**src/rtl/adder_arb_pkg.sv**
```systemverilog
//------------------------------------------------------------------------------
// adder_arb_pkg
// Shared constants and the round-robin pick function for adder_arb8.
// Revision: 1.0 - initial release
//------------------------------------------------------------------------------
`default_nettype none

package adder_arb_pkg;

  localparam int ADD_W    = 8;
  localparam int ADD_NREQ = 4;
  // The pick function is sized for the largest supported requester count.
  localparam int RR_MAXN  = 8;

  typedef struct packed {
    logic       found;
    logic [2:0] idx;
  } rr_pick_t;

  // First index with valid set, searching upward from ptr and wrapping at nreq.
  // The loop runs from the far end down so the nearest candidate is written last.
  function automatic rr_pick_t rr_pick(input logic [RR_MAXN-1:0] valid,
                                       input logic [2:0]         ptr,
                                       input int                 nreq);
    rr_pick_t   res;
    logic [3:0] idx;
    res = '0;
    for (int k = RR_MAXN - 1; k >= 0; k--) begin
      if (k < nreq) begin
        idx = {1'b0, ptr} + 4'(k);
        if (idx >= 4'(nreq)) begin
          idx = idx - 4'(nreq);
        end
        if (valid[idx[2:0]]) begin
          res.found = 1'b1;
          res.idx   = idx[2:0];
        end
      end
    end
    return res;
  endfunction

endpackage

`default_nettype wire

```
**src/rtl/adder_arb8_add_stage8.sv**
```systemverilog
//------------------------------------------------------------------------------
// add_stage8
// Registered W+1-bit adder with load enable; also captures the requester id.
// Revision: 1.0 - initial release
//------------------------------------------------------------------------------
`default_nettype none

module add_stage8
  import adder_arb_pkg::*;
#(
  parameter int W   = ADD_W,
  parameter int IDW = 2
) (
  input  logic           clk,
  input  logic           rst_n,
  input  logic           en,
  input  logic [W-1:0]   a,
  input  logic [W-1:0]   b,
  input  logic [IDW-1:0] id,
  output logic [W-1:0]   sum,
  output logic           carry,
  output logic [IDW-1:0] id_q
);

  // Load sum, carry and id on enable; reset clears everything immediately.
  always_ff @(posedge clk or negedge rst_n) begin
    if (!rst_n) begin
      sum   <= '0;
      carry <= 1'b0;
      id_q  <= '0;
    end else if (en) begin
      {carry, sum} <= {1'b0, a} + {1'b0, b};
      id_q         <= id;
    end
  end

endmodule

`default_nettype wire

```
**src/rtl/adder_arb8.sv**
```systemverilog
//------------------------------------------------------------------------------
// adder_arb8
// Round-robin arbiter sharing one registered adder among NREQ requesters.
// Revision: 1.0 - initial release
//------------------------------------------------------------------------------
`default_nettype none

module adder_arb8
  import adder_arb_pkg::*;
#(
  parameter int NREQ = ADD_NREQ,
  parameter int W    = ADD_W,
  parameter int IDW  = $clog2(NREQ)
) (
  input  logic              clk,
  input  logic              rst_n,
  input  logic [NREQ-1:0]   req_valid,
  output logic [NREQ-1:0]   req_ready,
  input  logic [NREQ*W-1:0] req_a,
  input  logic [NREQ*W-1:0] req_b,
  output logic              rsp_valid,
  input  logic              rsp_ready,
  output logic [IDW-1:0]    rsp_id,
  output logic [W-1:0]      rsp_sum,
  output logic              rsp_carry
);

  logic                r_rsp_valid;
  logic [IDW-1:0]      r_ptr;

  logic                w_advance;
  logic [RR_MAXN-1:0]  w_valid_ext;
  rr_pick_t            w_pick;
  logic                w_pick_unused;
  logic                w_grant;
  logic [IDW-1:0]      w_win;
  logic [IDW-1:0]      w_ptr_next;
  logic [W-1:0]        w_a;
  logic [W-1:0]        w_b;

  // The output slot can take a new result when empty or being drained.
  assign w_advance   = !r_rsp_valid || rsp_ready;

  assign w_valid_ext = RR_MAXN'(req_valid);
  assign w_pick      = rr_pick(w_valid_ext, 3'(r_ptr), NREQ);
  assign w_win       = IDW'(w_pick.idx);
  // Upper index bits are always zero when IDW < 3.
  assign w_pick_unused = &{1'b0, w_pick.idx};
  assign w_grant     = w_pick.found && w_advance;

  // Explicit wrap keeps non-power-of-2 requester counts in range.
  assign w_ptr_next  = (w_win == IDW'(NREQ - 1)) ? '0 : w_win + 1'b1;

  // Operand mux; driven by the winner only, never feeds back into ready.
  assign w_a = req_a[int'(w_win) * W +: W];
  assign w_b = req_b[int'(w_win) * W +: W];

  // One-hot accept to the winner when the slot advances; silent in reset.
  always_comb begin
    req_ready = '0;
    if (w_grant && rst_n) begin
      req_ready[w_win] = 1'b1;
    end
  end

  // Round-robin pointer and result-valid flag.
  always_ff @(posedge clk or negedge rst_n) begin
    if (!rst_n) begin
      r_ptr       <= '0;
      r_rsp_valid <= 1'b0;
    end else begin
      if (w_grant) begin
        r_ptr <= w_ptr_next;
      end
      if (w_advance) begin
        r_rsp_valid <= w_grant;
      end
    end
  end

  add_stage8 #(
    .W   (W),
    .IDW (IDW)
  ) u_add (
    .clk   (clk),
    .rst_n (rst_n),
    .en    (w_grant),
    .a     (w_a),
    .b     (w_b),
    .id    (w_win),
    .sum   (rsp_sum),
    .carry (rsp_carry),
    .id_q  (rsp_id)
  );

  assign rsp_valid = r_rsp_valid;

endmodule

`default_nettype wire

```
**config.mk**
```make
export PLATFORM = sky130hd
export DESIGN_NAME = adder_arb8
export DESIGN_NICKNAME = d
export VERILOG_FILES = /design/src/rtl/adder_arb_pkg.sv /design/src/rtl/adder_arb8_add_stage8.sv /design/src/rtl/adder_arb8.sv
export SDC_FILE = /design/constraint.sdc
export NUM_CORES = 1
export LEC_CHECK = 0
export BUFFER_PORTS_ARGS = -buffer_cell sky130_fd_sc_hd__buf_4
export CORE_UTILIZATION = 39
export DETAILED_ROUTE_END_ITERATION = 7
export GPL_ROUTABILITY_DRIVEN = 0
export GPL_TIMING_DRIVEN = 0
export PLACE_DENSITY = 0.79
export SETUP_SLACK_MARGIN = 0.1
export SLEW_MARGIN = 20
export SYNTH_ARGS = -nofsm -noshare
export SYNTH_HDL_FRONTEND = slang
export SYNTH_SLANG_ARGS = --single-unit
export TNS_END_PERCENT = 30
```
**constraint.sdc**
```tcl
create_clock -name clk -period 13.3 [get_ports clk]
set_input_delay 0 -clock clk [delete_from_list [all_inputs] [get_ports clk]]
set_output_delay 0 -clock clk [all_outputs]
set_load 0.01 [all_outputs]
```
After elaboration in Yosys (flattened, before gate mapping). Index checks and enable logic that the tools add are counted.

Bits in registers: 14. Input bits: 71. Output and inout port bits: 16. Logic and storage cells: 52.

$add $sub $neg: 9. $lt $le $gt $ge: 10. Eq/ne operators: 1. Shift operators: 2. Multiplexer cells: 20. Reductions and logical operators: 5.

Operators by type and width (number): 32-bit by 6-bit variable part select with 8-bit output (2); 4-bit two-way mux (5); 3-bit by 4-bit less-than comparator with 1-bit output, second input constant (4); 1-bit binary-select mux with 3-bit select (4); 3-bit two-way mux (4); 8-bit by 8-bit adder with 9-bit output (1); 3-bit >= comparator, second input constant (3); 3-bit subtractor, second input constant (3); 2-bit by 2-bit adder with 3-bit output, second input constant (2); 1-bit two-way mux (5); 2-bit by 1-bit adder with 3-bit output, second input constant (1); 2-bit by 3-bit >= comparator with 1-bit output, second input constant (1); 1-bit logical AND (3); 2-bit by 3-bit less-than comparator with 1-bit output, second input constant (1); 2-bit by 3-bit subtractor with 3-bit output, second input constant (1); 2-bit by 1-bit adder with 2-bit output, second input constant (1); 1-bit demux with 2-bit select (1); 2-bit equality test, second input constant (1); 2-bit by 1-bit >= comparator with 1-bit output, second input constant (1); 2-bit two-way mux (1); 1-bit zero test (1); 1-bit logical OR (1).

Longest topological paths before layout.
Depth after elaboration: 14. Gate-level depth with buffers: 20.

Hierarchy. A second synthesis with hierarchy kept.

Cells, all modules: 180. Area total of the unflattened synthesis: 1775.5 µm².

By module, submodules not included: adder_arb8 (instances 1, cells each 103, area an instance 999.7 µm²); add_stage8 (instances 1, cells each 77, area an instance 775.7 µm²).

Worst setup path before layout. Ideal clock, no wire load.

Path type: flip-flop to flip-flop. From: reg r_ptr[0]. To: reg u_add.sum[7]. Library setup time: 0.125 ns. Arrival: 4.110 ns. Required time: 13.175 ns. Path slack: 9.065 ns. Stages on the path, launching flop included: 19. Buffers on the path: 3. Clock period less this slack: 4.235 ns. Path through: dfrtp_1 -> buf_6 -> inv_1 -> ha_1 -> mux4_2 -> nor2b_1 -> or4_1 -> nand3_1 -> buf_6 -> buf_12 -> mux2i_1 -> mux2i_1 -> ha_1 -> o21ai_0 -> nor2_1 -> or4_1 -> a31oi_1 -> xnor2_1 -> mux2_2.

Word-level cells in the longest chain between the ends: 11.

RTL lines: start: declaration (line adder_arb8.sv:29) `logic [IDW-1:0] r_ptr;`; start signal: assignment (line adder_arb8.sv:73) `r_ptr <= w_ptr_next;`; 2-bit by 2-bit adder with 3-bit output (line adder_arb_pkg.sv:30) `idx = {1'b0, ptr} + 4'(k);`; 3-bit subtractor or 3-bit >= comparator (tied branches) (line adder_arb_pkg.sv:32, adder_arb_pkg.sv:31); 3-bit two-way mux (line adder_arb_pkg.sv:31) `if (idx >= 4'(nreq)) begin`; 1-bit binary-select mux with 3-bit select (line adder_arb_pkg.sv:34) `if (valid[idx[2:0]]) begin`; 1-bit two-way mux (not written as such) (line adder_arb_pkg.sv:34); 4-bit two-way mux (3 in a row) (line adder_arb_pkg.sv:34); 4-bit two-way mux (*) (line adder_arb_pkg.sv:34); 32-bit by 6-bit variable part select with 8-bit output, on equally long branches (line adder_arb8.sv:55, adder_arb8.sv:56); 8-bit by 8-bit adder with 9-bit output (line adder_arb8_add_stage8.sv:32) `{carry, sum} <= {1'b0, a} + {1'b0, b};`; end signal: assignment (line adder_arb8_add_stage8.sv:32); end: declaration (line adder_arb8_add_stage8.sv:20) `output logic [W-1:0] sum,`.

Mark *: on every way between the ends. The rest lies on a longest branch, timed or not. The select of a mux whose other input is x is not followed. A chain may end at the register's enable or synchronous reset.

Final worst setup path. Ends and elaborated chain as after synthesis.

==> impl_results.md <==
- Slew @ Worst Pin: 725 ps
- Static Leak: 1.31 nW
- Outcome: finished, final reports clean
- Post-Synth XOR/XNOR Area: 1.50%
- TritonCTS clock tree: yes
- CTS Sinks: 14
- Largest vdd supply drop: 137 uV
- R2R setup slack: 8670 ps
- Clock latency at the later pin of the worst-skew pair: 250 ps
- Asr flop ratio synth: 100%
- Die area: 4770 um^2
- Post-DP HPWL: 3700 um
- Post-Route WL: 4580 um
- NetSw: 0.308 mW
- Setup Viol. Count Final: 0
- Mean area per synthesized cell: 9.97 um^2
- Diode count: 0
- # rows: 24
- Top FF cell, synth: dfrtp_1
- GRT Total Usage: 19.6%
- Synth area leader: mux2i_1
- RSZ-0062 raised after global routing: false
- Critical path class: reg -> reg
- Non-Filler Instances: 318
- Post-cts gate resize count: 0
- Post-synthesis adder-cell area fraction: 10.4%
- First-pass GRT wire length: 7620 um
- Max-cap violations: 0
- Crit path arrival time: 4760 ps
- Post-synthesis mux area share: 38.6%
- Pint: 0.395 mW
- Unique masters post-synth: 36
- Initial antenna violation count: 0
- Die X: 69.1 um
- PortBufs: 84
- Setup crit start kind: flop
- Register area share after synthesis: 20.0%
- Number of DRC markers in iteration 0: 38
- Post-Synth Simple-Gate Area: 9.62%
- Clock Power Share: 5.8%
- Drt wl/cell: 14.4 um
- Rel. slew slack: 51.7%
- Minimum clock period: 4630 ps
- Synth Cell Area: 1760 um^2
- Pin count of the biggest net entering global routing: 19
- Total CTS buffers: 3
- Fin area: 2530 um^2
- Post-synthesis compound-gate area fraction: 10.8%
- Combinational Power Share: 82.5%
- Root buf cell: clkbuf_8
- Crit end category: flop
- IO Count: 87
- P per Cell Area: 278 nW/um^2
- Critical path peak fanout: 11
- Cell Chain, Critical Path: buf_6 > inv_1 > ha_1 > mux4_2 > nor2b_1 > or4_1 > nand3_1 > buf_6 > buf_12 > mux2i_1 > mux2i_1 > ha_1 > o21ai_0 > nor2_1 > or4_1 > a31oi_1 > xnor2_1 > mux2_2
- Syn-to-layout area delta: 43.9%
- # DRC: 0
- Maximum clock frequency: 216 MHz
- Setup_tns: 0 ps
- Vias in the first global route: 1689
- Syn Nets: 261
- Req. time, crit path: 13430 ps
- # fillers: 398
- Layout cells sized above 1: 41.7%
- Final nets: 352
- Final Hold Viols: 0
- Synth Instances: 176
- DP Area: 2450 um^2
- Largest family of logic cells by synthesized area: multiplexers
- Clock-pin slew on the worst setup and hold paths: 60 ps
- HP Class: in -> reg
- Syn. warnings: 0
- Clk buf depth: 2
- Drt pass-1 iters: 4
- Via count: 1671
- Sequential power share: 11.7%
- Max incr delay on CP: 500 ps
- Count of pins over their slew limit: 0
- EDFF count, synth: 0
- Total gr overflow: 0
- Multi-input gate area: 1240 um^2
- Post-synthesis register bit count: 14
- Final period utilization: 34.8%
- Initial Util: 40.3%
- H-tree lvl count: 1
- Post-Place Cells: 312
- Vias per cell: 5.25
- Die span in y: 69.1 um
- FF/Latch Area: 350 um^2
- Yosys top cell area share: 28.5%
- Core outline area: 4350 um^2
- Clock skew: 5.15 ps
- Worst hold slack: 78.6 ps
- Synth area leaders: mux2i_1 (29%), dfrtp_1 (20%), ha_1 (9.3%), mux2_2 (6.4%), buf_12 (3.4%)
- Slowest CP cell: mux4_2
- DRT antenna net count: 0
- Switching Share: 43.8%
## cells in the final DEF, fill, tap and decap left out
| master | count |
|---|---|
| buf_6 | 4 |
| nand3_1 | 1 |
| a31oi_1 | 2 |
| mux4_1 | 1 |
| nor2_1 | 9 |
| xnor2_1 | 3 |
| inv_4 | 1 |
| o21ai_0 | 10 |
| o21a_1 | 3 |
| nor3b_1 | 1 |
| or2_2 | 1 |
| a21o_1 | 1 |
| and3_1 | 4 |
| mux4_2 | 1 |
| o31ai_1 | 1 |
| clkbuf_1 | 2 |
| buf_12 | 3 |
| buf_2 | 1 |
| mux2i_1 | 50 |
| nor2b_1 | 4 |
| ha_1 | 13 |
| dfrtp_1 | 14 |
| mux2_2 | 10 |
| nor3_1 | 3 |
| dlygate4sd3_1 | 2 |
| nor4_1 | 2 |
| mux2_4 | 1 |
| buf_4 | 85 |
| or4_1 | 3 |
| inv_1 | 8 |
| clkbuf_8 | 4 |
| a2bb2oi_1 | 1 |
| nand2_1 | 1 |
| fa_1 | 1 |
| a21oi_1 | 8 |
| nand2b_1 | 2 |
| a211oi_1 | 3 |
| o31a_1 | 2 |
## power groups by stage
| stage | Clock [mW] | Combinational [mW] | Sequential, mW |
|---|---|---|---|
| after floorplan | 0 | 0.431 | 0.0877 |
| after global placement | 0 | 0.563 | 0.0816 |
| after detailed placement | 0 | 0.576 | 0.0825 |
| after CTS | 0.0428 | 0.581 | 0.0822 |
| after global routing | 0.0446 | 0.637 | 0.0849 |
| final | 0.0410 | 0.579 | 0.0822 |
## sequential cells by signal, indices dropped and copies added (netlist names)
register and flops:
u_add.carry 1, u_add.id_q 2, u_add.sum 8, rsp_valid 1
r_ptr 2
## per-layer routing
layer	part of all wire [%]	vias to the layer above	track usage [%]
met4	2.0	0	7.26
met3	4.9	9	3.51
met2	48	50	33.1
met5	0	-	0
li1	-	827	-
met1	45	785	24.8
## through the flow
step           utilization [%]  setup WS, ps  total power [mW]
2_1_floorplan                -          9070             0.519
3_3_place_gp              56.3          8770             0.644
3_5_place_dp              56.3          8710             0.658
4_1_cts                   58.0          8680             0.706
5_1_grt                   58.0          8420             0.767
6_report                  58.0          8670             0.703
## final cells by class
cell class / count / area share [%]
sequential: 14 / 13.9
timing repair buffer: 86 / 25.8
clock buffer: 4 / 2.18
tap: 52 / 2.58
multi-input combinational: 142 / 49.2
buffer: 11 / 4.95
inverter: 9 / 1.44
## worst max-delay path, delay by kind of cell (launching register included)
family,cells,cell delay (ps)
mux,4,1060
compound gates,2,390
simple gates,5,1210
buf+inv,4,580
fa+ha+maj,2,740
flops,1,430
xor+xnor,1,100
## cell usage after synthesis (all sizes together), types with 2 or more instances
cell,count
mux2i,50
dfrtp,14
ha,13
mux2,11
o21ai,10
buf,9
inv,9
nor2,9
a21oi,8
and3,4
nor2b,4
a211oi,3
nor3,3
o21a,3
or4,3
xnor2,3
a31oi,2
clkbuf,2
mux4,2
nand2b,2
nor4,2
o31a,2
## final timing paths
path                                    from           end  cells after the start
worst max-delay path                r_ptr[0]  u_add.sum[7]                     18
max in group asynchronous              rst_n  u_add.sum[2]                      2
min in group asynchronous              rst_n  u_add.sum[0]                      2
worst min register to register  u_add.sum[7]  u_add.sum[7]                      1
worst min-delay path            req_valid[2]     rsp_valid                      3
worst max register to register      r_ptr[0]  u_add.sum[7]                     18
## kinds of logic (layout without fill, tap and decap cells)
logic type      Yosys count  in the layout
simple gates             31             31
flops                    14             14
buf+inv                  20            110
fa+ha+maj                14             14
mux                      63             63
xor+xnor                  3              3
compound gates           31             31
## repair_timing
| item | 4_1_cts | 5_1_grt |
|---|---|---|
| hold buffers | 2 | 0 |
| setup endpoints to repair | 0 | 0 |
| buffers inserted | 0 | 0 |
| endpoints found under the hold margin | 15 | 0 |
No activity file was read; power rests on OpenSTA's default activity.
